<file path="src/rtl/mod_mem_arbiter_if.sv">
// Bundles the fetch, data and memory handshakes of the unified-memory arbiter.
// slave is the arbiter's view; master is the core/memory environment's view.
interface mod_mem_arbiter_if #(
  parameter int ADDR_WIDTH = 32,
  parameter int DATA_WIDTH = 32
);
  logic                  if_req_i;
  logic [ADDR_WIDTH-1:0] if_addr_i;
  logic [DATA_WIDTH-1:0] if_rdata_o;
  logic                  if_ack_o;
  logic                  if_err_o;

  logic                  dm_req_i;
  logic                  dm_we_i;
  logic [ADDR_WIDTH-1:0] dm_addr_i;
  logic [DATA_WIDTH-1:0] dm_wdata_i;
  logic [DATA_WIDTH-1:0] dm_rdata_o;
  logic                  dm_ack_o;
  logic                  dm_err_o;

  logic                  mem_req_o;
  logic                  mem_we_o;
  logic [ADDR_WIDTH-1:0] mem_addr_o;
  logic [DATA_WIDTH-1:0] mem_wdata_o;
  logic [DATA_WIDTH-1:0] mem_rdata_i;
  logic                  mem_ack_i;

  logic                  busy_o;

  modport slave (
    input  if_req_i, if_addr_i,
    output if_rdata_o, if_ack_o, if_err_o,
    input  dm_req_i, dm_we_i, dm_addr_i, dm_wdata_i,
    output dm_rdata_o, dm_ack_o, dm_err_o,
    output mem_req_o, mem_we_o, mem_addr_o, mem_wdata_o,
    input  mem_rdata_i, mem_ack_i,
    output busy_o
  );

  modport master (
    output if_req_i, if_addr_i,
    input  if_rdata_o, if_ack_o, if_err_o,
    output dm_req_i, dm_we_i, dm_addr_i, dm_wdata_i,
    input  dm_rdata_o, dm_ack_o, dm_err_o,
    input  mem_req_o, mem_we_o, mem_addr_o, mem_wdata_o,
    output mem_rdata_i, mem_ack_i,
    input  busy_o
  );
endinterface

</file>
<file path="src/rtl/mod_mem_arbiter.sv">
// Shares one single-port memory between instruction fetch and load/store.
// Data port has fixed priority; a watchdog aborts accesses the memory never acknowledges.
module mod_mem_arbiter #(
  parameter int ADDR_WIDTH = 32,
  parameter int DATA_WIDTH = 32,
  parameter int TIMEOUT    = 16
) (
  input  logic             clk_i,
  input  logic             rst_ni,
  mod_mem_arbiter_if.slave bus
);
  localparam int CNT_W = $clog2(TIMEOUT);
  localparam logic [CNT_W-1:0] CNT_ONE  = CNT_W'(1);
  localparam logic [CNT_W-1:0] CNT_LAST = CNT_W'(TIMEOUT - 1);

  typedef enum logic [1:0] {
    IDLE    = 2'd0,
    BUSY_DM = 2'd1,
    BUSY_IF = 2'd2
  } state_t;

  state_t                state_r;
  logic [CNT_W-1:0]      cnt_r;
  logic                  mem_req_r;
  logic                  mem_we_r;
  logic [ADDR_WIDTH-1:0] mem_addr_r;
  logic [DATA_WIDTH-1:0] mem_wdata_r;
  logic [DATA_WIDTH-1:0] if_rdata_r;
  logic                  if_ack_r;
  logic                  if_err_r;
  logic [DATA_WIDTH-1:0] dm_rdata_r;
  logic                  dm_ack_r;
  logic                  dm_err_r;
  logic                  busy_r;

  // A requester seeing its own ack this cycle is not re-granted until the next one.
  logic dm_elig_s;
  logic if_elig_s;
  logic timeout_s;
  logic done_s;

  assign dm_elig_s = bus.dm_req_i & ~dm_ack_r;
  assign if_elig_s = bus.if_req_i & ~if_ack_r;
  assign timeout_s = (cnt_r == CNT_LAST);
  assign done_s    = bus.mem_ack_i | timeout_s;

  // Arbitration FSM, watchdog counter and all registered outputs.
  always_ff @(posedge clk_i or negedge rst_ni) begin
    if (!rst_ni) begin
      state_r     <= IDLE;
      cnt_r       <= '0;
      mem_req_r   <= 1'b0;
      mem_we_r    <= 1'b0;
      mem_addr_r  <= '0;
      mem_wdata_r <= '0;
      if_rdata_r  <= '0;
      if_ack_r    <= 1'b0;
      if_err_r    <= 1'b0;
      dm_rdata_r  <= '0;
      dm_ack_r    <= 1'b0;
      dm_err_r    <= 1'b0;
      busy_r      <= 1'b0;
    end else begin
      if_ack_r <= 1'b0;
      if_err_r <= 1'b0;
      dm_ack_r <= 1'b0;
      dm_err_r <= 1'b0;
      case (state_r)
        IDLE: begin
          cnt_r <= '0;
          if (dm_elig_s) begin
            state_r     <= BUSY_DM;
            mem_req_r   <= 1'b1;
            mem_we_r    <= bus.dm_we_i;
            mem_addr_r  <= bus.dm_addr_i;
            mem_wdata_r <= bus.dm_wdata_i;
            busy_r      <= 1'b1;
          end else if (if_elig_s) begin
            state_r     <= BUSY_IF;
            mem_req_r   <= 1'b1;
            mem_we_r    <= 1'b0;
            mem_addr_r  <= bus.if_addr_i;
            mem_wdata_r <= '0;
            busy_r      <= 1'b1;
          end else begin
            state_r <= IDLE;
          end
        end
        BUSY_DM, BUSY_IF: begin
          if (done_s) begin
            // An ack coinciding with the last watchdog cycle still counts as success.
            state_r   <= IDLE;
            mem_req_r <= 1'b0;
            busy_r    <= 1'b0;
            cnt_r     <= '0;
            if (state_r == BUSY_DM) begin
              dm_ack_r <= 1'b1;
              dm_err_r <= ~bus.mem_ack_i;
              if (!bus.mem_ack_i) begin
                dm_rdata_r <= '0;
              end else if (!mem_we_r) begin
                dm_rdata_r <= bus.mem_rdata_i;
              end else begin
                dm_rdata_r <= dm_rdata_r;
              end
            end else begin
              if_ack_r   <= 1'b1;
              if_err_r   <= ~bus.mem_ack_i;
              if_rdata_r <= bus.mem_ack_i ? bus.mem_rdata_i : '0;
            end
          end else begin
            cnt_r <= cnt_r + CNT_ONE;
          end
        end
        default: begin
          state_r   <= IDLE;
          mem_req_r <= 1'b0;
          busy_r    <= 1'b0;
          cnt_r     <= '0;
        end
      endcase
    end
  end

  assign bus.mem_req_o   = mem_req_r;
  assign bus.mem_we_o    = mem_we_r;
  assign bus.mem_addr_o  = mem_addr_r;
  assign bus.mem_wdata_o = mem_wdata_r;
  assign bus.if_rdata_o  = if_rdata_r;
  assign bus.if_ack_o    = if_ack_r;
  assign bus.if_err_o    = if_err_r;
  assign bus.dm_rdata_o  = dm_rdata_r;
  assign bus.dm_ack_o    = dm_ack_r;
  assign bus.dm_err_o    = dm_err_r;
  assign bus.busy_o      = busy_r;
endmodule

</file>
<file path="src/flat_wrapper.sv">
// flat-port wrapper written by rule: the top's interface ports become plain ports
module mod_mem_arbiter_flat 
#(
  parameter int ADDR_WIDTH = 32,
  parameter int DATA_WIDTH = 32,
  parameter int TIMEOUT    = 16
)
  (clk_i, rst_ni, bus_if_req_i, bus_if_addr_i, bus_if_rdata_o, bus_if_ack_o, bus_if_err_o, bus_dm_req_i, bus_dm_we_i, bus_dm_addr_i, bus_dm_wdata_i, bus_dm_rdata_o, bus_dm_ack_o, bus_dm_err_o, bus_mem_req_o, bus_mem_we_o, bus_mem_addr_o, bus_mem_wdata_o, bus_mem_rdata_i, bus_mem_ack_i, bus_busy_o);
  mod_mem_arbiter_if #(.ADDR_WIDTH(ADDR_WIDTH), .DATA_WIDTH(DATA_WIDTH)) bus_i ();
  input  logic clk_i;
  input  logic rst_ni;
  input wire logic [$bits(bus_i.if_req_i)-1:0] bus_if_req_i;
  input wire logic [$bits(bus_i.if_addr_i)-1:0] bus_if_addr_i;
  output wire logic [$bits(bus_i.if_rdata_o)-1:0] bus_if_rdata_o;
  output wire logic [$bits(bus_i.if_ack_o)-1:0] bus_if_ack_o;
  output wire logic [$bits(bus_i.if_err_o)-1:0] bus_if_err_o;
  input wire logic [$bits(bus_i.dm_req_i)-1:0] bus_dm_req_i;
  input wire logic [$bits(bus_i.dm_we_i)-1:0] bus_dm_we_i;
  input wire logic [$bits(bus_i.dm_addr_i)-1:0] bus_dm_addr_i;
  input wire logic [$bits(bus_i.dm_wdata_i)-1:0] bus_dm_wdata_i;
  output wire logic [$bits(bus_i.dm_rdata_o)-1:0] bus_dm_rdata_o;
  output wire logic [$bits(bus_i.dm_ack_o)-1:0] bus_dm_ack_o;
  output wire logic [$bits(bus_i.dm_err_o)-1:0] bus_dm_err_o;
  output wire logic [$bits(bus_i.mem_req_o)-1:0] bus_mem_req_o;
  output wire logic [$bits(bus_i.mem_we_o)-1:0] bus_mem_we_o;
  output wire logic [$bits(bus_i.mem_addr_o)-1:0] bus_mem_addr_o;
  output wire logic [$bits(bus_i.mem_wdata_o)-1:0] bus_mem_wdata_o;
  input wire logic [$bits(bus_i.mem_rdata_i)-1:0] bus_mem_rdata_i;
  input wire logic [$bits(bus_i.mem_ack_i)-1:0] bus_mem_ack_i;
  output wire logic [$bits(bus_i.busy_o)-1:0] bus_busy_o;
  assign bus_i.if_req_i = bus_if_req_i;
  assign bus_i.if_addr_i = bus_if_addr_i;
  assign bus_if_rdata_o = bus_i.if_rdata_o;
  assign bus_if_ack_o = bus_i.if_ack_o;
  assign bus_if_err_o = bus_i.if_err_o;
  assign bus_i.dm_req_i = bus_dm_req_i;
  assign bus_i.dm_we_i = bus_dm_we_i;
  assign bus_i.dm_addr_i = bus_dm_addr_i;
  assign bus_i.dm_wdata_i = bus_dm_wdata_i;
  assign bus_dm_rdata_o = bus_i.dm_rdata_o;
  assign bus_dm_ack_o = bus_i.dm_ack_o;
  assign bus_dm_err_o = bus_i.dm_err_o;
  assign bus_mem_req_o = bus_i.mem_req_o;
  assign bus_mem_we_o = bus_i.mem_we_o;
  assign bus_mem_addr_o = bus_i.mem_addr_o;
  assign bus_mem_wdata_o = bus_i.mem_wdata_o;
  assign bus_i.mem_rdata_i = bus_mem_rdata_i;
  assign bus_i.mem_ack_i = bus_mem_ack_i;
  assign bus_busy_o = bus_i.busy_o;
  mod_mem_arbiter #(.ADDR_WIDTH(ADDR_WIDTH), .DATA_WIDTH(DATA_WIDTH), .TIMEOUT(TIMEOUT)) u_core (.clk_i(clk_i), .rst_ni(rst_ni), .bus(bus_i));
endmodule
</file>
<file path="config.mk">
export PLATFORM = sky130hd
export DESIGN_NAME = mod_mem_arbiter_flat
export DESIGN_NICKNAME = d
export VERILOG_FILES = /design/src/rtl/mod_mem_arbiter_if.sv /design/src/rtl/mod_mem_arbiter.sv /design/src/flat_wrapper.sv
export SDC_FILE = /design/constraint.sdc
export NUM_CORES = 1
export LEC_CHECK = 0
export BUFFER_PORTS_ARGS = -buffer_cell sky130_fd_sc_hd__buf_2
export CAP_MARGIN = 10
export CELL_PAD_IN_SITES_DETAIL_PLACEMENT = 2
export CELL_PAD_IN_SITES_GLOBAL_PLACEMENT = 2
export CORE_MARGIN = 2
export CORE_UTILIZATION = 32
export DETAILED_ROUTE_END_ITERATION = 10
export PLACE_DENSITY = 0.84
export SLEW_MARGIN = 20
export SYNTH_ARGS = -nofsm -noshare
export SYNTH_HDL_FRONTEND = slang
export SYNTH_SLANG_ARGS = --single-unit
</file>
<file path="constraint.sdc">
create_clock -name clk_i -period 3.4 [get_ports clk_i]
set_input_delay 0.17 -clock clk_i [delete_from_list [all_inputs] [get_ports clk_i]]
set_output_delay 0.17 -clock clk_i [all_outputs]
set_load 0.01 [all_outputs]
</file>
======== Word level (Yosys, flattened, before mapping) ========
Cells that the tools add are included.
storage, ports and cells
  flip-flop bits (word level) ............. 140
  input port bits ......................... 134
  output and inout port bits .............. 135
  logic and storage cells ................. 64
cells by class
  $add $sub $neg .......................... 1
  eq/ne operators ......................... 6
  multiplexer cells ....................... 31
  bitwise gates (word level) .............. 7
  reductions and logical operators ........ 7
operator list
  cell                 number
  $mux 32              7
  $mux 1               17
  $mux 4               2
  $mux 2               3
  $add 4x1->4 const B  1
  $eq 4x4->1 const B   1
  $not 1->1            4
  $pmux 2 s2           1
  $reduce_and 2->1     2
  $reduce_and 4->1     1
  $ne 3x1->1 const B   1
  $reduce_and 3->1     1
  $and 1x1->1          2
  $eq 2x1->1 const B   1
  $eq 2x2->1 const B   1
  $logic_not 2->1      1
  $ne 2x1->1 const B   1
  $ne 2x2->1 const B   1
  $pmux 1 s2           1
  $reduce_bool 2->1    1
  $reduce_or 2->1      1
  $or 1x1->1           1

======== Longest topological paths before layout ========
  depth in word-level cells ............... 5
  depth in mapped cells ................... 6

======== Least setup slack after synthesis ========
Ideal clock, no wire load.
  kind .................................... reg2reg
  from .................................... reg u_core.state_r[0]
  to ...................................... reg u_core.state_r[0]
  setup time .............................. 0.125 ns
  data arrival time ....................... 1.487 ns
  data required time ...................... 3.275 ns
  slack ................................... 1.788 ns
  cell stages (with the launch flop) ...... 6
  path buffers ............................ 0
  period minus slack after synthesis ...... 1.612 ns
  cells stage by stage .................... dfrtp_1 -> inv_1 -> ha_1 -> nor2b_1 -> and2_1 -> mux2_2
between the ends
  cells in the longest elaborated chain, start to end .. 3
ends and longest elaborated chain
  item                                             line                   RTL
  start: declaration                               mod_mem_arbiter.sv:22  state_t state_r;
  start signal: assignment                         mod_mem_arbiter.sv:50  state_r <= IDLE;
  start signal: assignment                         mod_mem_arbiter.sv:72  state_r <= BUSY_DM;
  start signal: assignment                         mod_mem_arbiter.sv:79  state_r <= BUSY_IF;
  $eq 2x2->1 / $eq 2x1->1 (equally long branches)  mod_mem_arbiter.sv:68  case (state_r)
  $reduce_or 2->1                                  mod_mem_arbiter.sv:68
  $pmux 2 s2 / $ne 2x1->1 (equally long branches)  n/a
Parallel ways exist; a longest one is shown, timed or not.
A chain may end at the register's enable or synchronous reset.

======== Worst setup path in the final report ========
  from .................................... reg u_core.state_r[0]
  to ...................................... reg u_core.dm_rdata_r[14], in the netlist u_core.bus.dm_rdata_o[14]
between the ends
  cells in the longest elaborated chain, start to end .. 3
ends and longest elaborated chain
  item                                             line                                          RTL
  $eq 2x2->1 / $eq 2x1->1 (equally long branches)  mod_mem_arbiter.sv:68, mod_mem_arbiter.sv:96
  $reduce_or 2->1                                  mod_mem_arbiter.sv:68
  $reduce_and 4->1 (no line) *                     n/a
  end signal: assignment                           mod_mem_arbiter.sv:102                        dm_rdata_r <= bus.mem_rdata_i;
  end signal: assignment                           mod_mem_arbiter.sv:104                        dm_rdata_r <= dm_rdata_r;
  end: declaration                                 mod_mem_arbiter.sv:31                         logic [DATA_WIDTH-1:0] dm_rdata_r;
Mark *: on every way between the ends. The rest lies on a longest branch, timed or not.

==> impl_summary.md <==
Yosys
After synthesis the cells add up to 6160 µm². For this run, the number of Yosys warnings is 0. The number of distinct library cells after synthesis is 32. The number of cells produced by synthesis is ~480. The synthesized net count is 614. The number of storage elements in the synthesis netlist is 140. Each instance of the synthesized netlist takes up on average between 10 and 15 µm². The share of the Yosys chip area taken by registers is 0.569.

Clock network
In this run, CTS created clock tree buffers numbering 17. The total of hold buffers inserted after clock tree synthesis is 52. The insertion delay to the later sink of the worst-skew pair is 420 ps. The number of sinks on the clock net is 140. The post-cts repair resize count is 0. The number of buffers on the longest clock path is 2. Clock-pin slew was measured on the worst setup and hold paths at about 70 ps. The cell chosen for the clock root is sky130_fd_sc_hd__clkbuf_16. The H-tree depth reported by CTS is 4. Post-CTS timing repair inserted 0 buffers for setup. TritonCTS built the clock tree.

Worst setup path
The element type at the critical path end is a register. The critical path goes through inv_1 > ha_1 > nand2_2 > o21ai_0 > o311ai_0. The startpoint-to-endpoint class of the critical path is reg2reg. Counting cells, the worst reg-to-reg path comes to 5.

The logic depth of the worst path, buffers included is 5. The most critical setup path has its startpoint at u_core.state_r[0]. In this run the critical register-to-register path is captured at u_core.bus.dm_rdata_o[14]. The flop-to-flop setup slack is 1010 ps. The buffer and inverter count on the worst path is 1.

The data arrival time of the critical path is 2610 ps. The longest individual stage delay on the worst path is ~590 ps. The required time reported for the critical path endpoint is between 3000 and 4000 ps. The timing endpoint of the critical path is u_core.bus.dm_rdata_o[14].

Along the worst path, the maximum fanout reaches 64. In this run the critical register-to-register path is launched from u_core.state_r[0]. The largest individual stage delay along the critical path comes from the cell sky130_fd_sc_hd__nand2_2.

The startpoint kind of the worst setup timing path is a register. The kind of cell adding the most delay to the critical path is compound AO/OA/AOI/OAI gates.

Floorplanning
In this run the vertical extent of the chip is 143 µm. The initialized floorplan defines 50 standard-cell rows. The starting density of the core is 0.328.

The horizontal die dimension is about 140 µm. For this design the top-level I/O count stands at 269. The standard cell core area is between 15000 and 20000 µm². The total die area is 20400 µm².

STA
The ratio of final minimum period to clock period is 0.703. Setup repair after global routing left no endpoint under its margin. The hold slack is ~18 ps. Based on the critical path, the design can be clocked at up to 418 MHz. The minimum period implied by the final worst setup slack is 2390 ps. The setup skew after layout is 10.5 ps.

The hold violation count in the final report is 0. Setup violations remaining at the end of the flow were counted as 0. The setup TNS is 0 ps. The total count of max-transition violations in the final report was 0. At the pin with the least slew margin, the transition time is 1030 ps. The worst slew margin relative to its limit is 0.312.

Global routing
The number of antenna violations at the first check in global routing is 4. The via count of the first global-routing pass was 6142. The overall fraction of global-route tracks in use is 0.224.

The wire length of the first global-routing pass is 34900 µm. The remaining global-route overflow is 0. Entering global routing, the biggest net connects 89 pins.

Placement
Detailed placement ended at an HPWL of roughly 15000 µm. The number of port buffers is between 200 and 300. Routability-driven placement finished with a final weighted congestion of 0.782. Once placement finished, the instance area stood at 7620 µm².

Layout
The library cell used most frequently in the layout, excluding fill and tap cells, is sky130_fd_sc_hd__buf_2. The share of the core filled with cells is 0.470. Leaving out fill and tap cells, the most frequent cells in the layout are sky130_fd_sc_hd__buf_2 (267), sky130_fd_sc_hd__dfrtp_1 (140), sky130_fd_sc_hd__a22o_1 (65). After filler insertion, the fill cell instance count of the layout stands at 1945. Relative to the synthesized area, the layout overhead comes to 43.3%.

After routing the design area is 8820 µm². The final net count is 920. The fraction of layout cells with a size suffix above 1 is 0.476.

Pwr
The worst-case vdd ir drop is 0.378 mV. The ratio of total power to cell area is ~940 nW/µm². The analysis attributes to cell leakage a power of between 4 and 5 nW.

Route
Dividing the detail-routed via count by the number of cells gives 5.17. The routed design has 22900 µm of wire. The detailed-route wire length per cell is 22.2 µm. The iteration-0 DRC count of the detailed router is 239.

The routed via count is 5337. The number of antenna-violating nets in the routed design is 0. The number of DRC violations after detailed routing is 0. The first TritonRoute pass finished after 4 iterations.

Min path
The path class of the tightest hold or removal check is in2reg.

Outcome
The flow ran to the end, and the final reports show no timing, DRC or antenna violations.

Run
Across the run, the number of max-cap violations was 0.
-- sequential cells by signal, indices dropped and copies added (netlist names) --
signal / count
u_core.bus.dm_rdata_o: 32
u_core.bus.if_rdata_o: 32
u_core.bus.mem_addr_o: 32
u_core.bus.mem_wdata_o: 32
u_core.cnt_r: 4
u_core.state_r: 2
u_core.bus.dm_ack_o: 1
u_core.bus.dm_err_o: 1
u_core.bus.if_ack_o: 1
u_core.bus.if_err_o: 1
u_core.bus.mem_req_o: 1
u_core.bus.mem_we_o: 1
-- logic make-up after synthesis --
family                   share of synthesized area
multiplexers                                 0.140
XOR/XNOR                                   0.00285
adder cells (fa/ha/maj)                     0.0102
buffers and inverters                       0.0443
AND/OR/NAND/NOR                             0.0589
flip-flops                                   0.569
AO/OA/AOI/OAI                                0.174
-- layer usage --
metal / part of all wire / global-route usage
met5: 0 / 0
met3: 0.051 / 0.0526
met1: 0.38 / 0.245
met2: 0.55 / 0.419
met4: 0.023 / 0.0881
-- report_power, final --
| part | switching (mW) | internal [mW] | leakage (nW) |
|---|---|---|---|
| clock | 0.765 | 1.38 | 0.321 |
| combinational | 1.75 | 1.46 | 2.39 |
| sequential | 0.520 | 2.42 | 1.64 |
-- cell usage after synthesis --
master / count / area (µm²)
sky130_fd_sc_hd__o311ai_1: 2 / 17.5
sky130_fd_sc_hd__inv_1: 3 / 11.3
sky130_fd_sc_hd__o21ai_0: 30 / 150
sky130_fd_sc_hd__mux2_2: 30 / 338
sky130_fd_sc_hd__and2_1: 5 / 31.3
sky130_fd_sc_hd__o21a_1: 2 / 15.0
sky130_fd_sc_hd__xnor2_1: 2 / 17.5
sky130_fd_sc_hd__nor2_1: 4 / 15.0
sky130_fd_sc_hd__nor2b_1: 2 / 12.5
sky130_fd_sc_hd__nor3_1: 1 / 5.00
sky130_fd_sc_hd__clkbuf_1: 19 / 71.3
sky130_fd_sc_hd__and3_1: 1 / 6.26
sky130_fd_sc_hd__buf_8: 3 / 45.0
sky130_fd_sc_hd__buf_2: 11 / 55.1
sky130_fd_sc_hd__nand3_1: 3 / 15.0
sky130_fd_sc_hd__ha_1: 5 / 62.6
sky130_fd_sc_hd__nand2b_1: 2 / 12.5
sky130_fd_sc_hd__nand2_1: 63 / 236
sky130_fd_sc_hd__nor2b_4: 1 / 13.8
sky130_fd_sc_hd__mux2_4: 35 / 526
sky130_fd_sc_hd__a22o_1: 65 / 569
sky130_fd_sc_hd__buf_6: 6 / 67.6
sky130_fd_sc_hd__nor3b_1: 2 / 15.0
sky130_fd_sc_hd__o311ai_0: 28 / 245
sky130_fd_sc_hd__dfrtp_1: 140 / 3500
sky130_fd_sc_hd__o21ai_4: 1 / 16.3
sky130_fd_sc_hd__buf_4: 3 / 22.5
sky130_fd_sc_hd__a221o_1: 2 / 20.0
sky130_fd_sc_hd__o31ai_1: 1 / 7.51
sky130_fd_sc_hd__a31oi_4: 1 / 21.3
sky130_fd_sc_hd__o22ai_1: 1 / 6.26
sky130_fd_sc_hd__a21oi_1: 1 / 5.00
-- how the worst min path moves through the flow --
stage	start	end	slack (ps)	cells past startpoint
final	bus_mem_rdata_i[18]	u_core.bus.if_rdata_o[18]	20	2
after global routing	bus_mem_rdata_i[26]	u_core.bus.if_rdata_o[26]	9	2
after CTS	bus_mem_rdata_i[9]	u_core.bus.if_rdata_o[9]	2	2
after detailed placement	rst_ni	u_core.bus.dm_rdata_o[13]	300	1
after global placement	rst_ni	u_core.bus.dm_rdata_o[11]	290	1
after floorplan	rst_ni	u_core.bus.dm_ack_o	-130	0
-- through the flow --
step,power (mW),worst slack (ps),std cells
after floorplan,4.70,1790,475
after global placement,5.80,1300,944
after detailed placement,6.08,1020,944
after CTS,8.33,1040,1028
after global routing,8.77,831,1032
final,8.30,1010,1033
-- final cells by class --
| cell class | count | area (µm²) | share of cell area |
|---|---|---|---|
| Tap cell | 234 | 293 | 0.0332 |
| Timing Repair Buffer | 329 | 1950 | 0.221 |
| Clock inverter | 14 | 240 | 0.0272 |
| Clock buffer | 18 | 429 | 0.0487 |
| Multi-Input combinational cell | 290 | 2380 | 0.270 |
| Sequential cell | 140 | 3500 | 0.397 |
| Inverter | 3 | 11.3 | 0.00128 |
| Antenna cell | 5 | 12.5 | 0.00142 |
-- worst register-to-register path, cell delays in order (launching register included) --
cell and delay [ps]:
sky130_fd_sc_hd__dfrtp_1 400, sky130_fd_sc_hd__inv_1 80, sky130_fd_sc_hd__ha_1 340, sky130_fd_sc_hd__nand2_2 590
sky130_fd_sc_hd__o21ai_0 530, sky130_fd_sc_hd__o311ai_0 260
No activity file was read; power rests on OpenSTA's default activity.
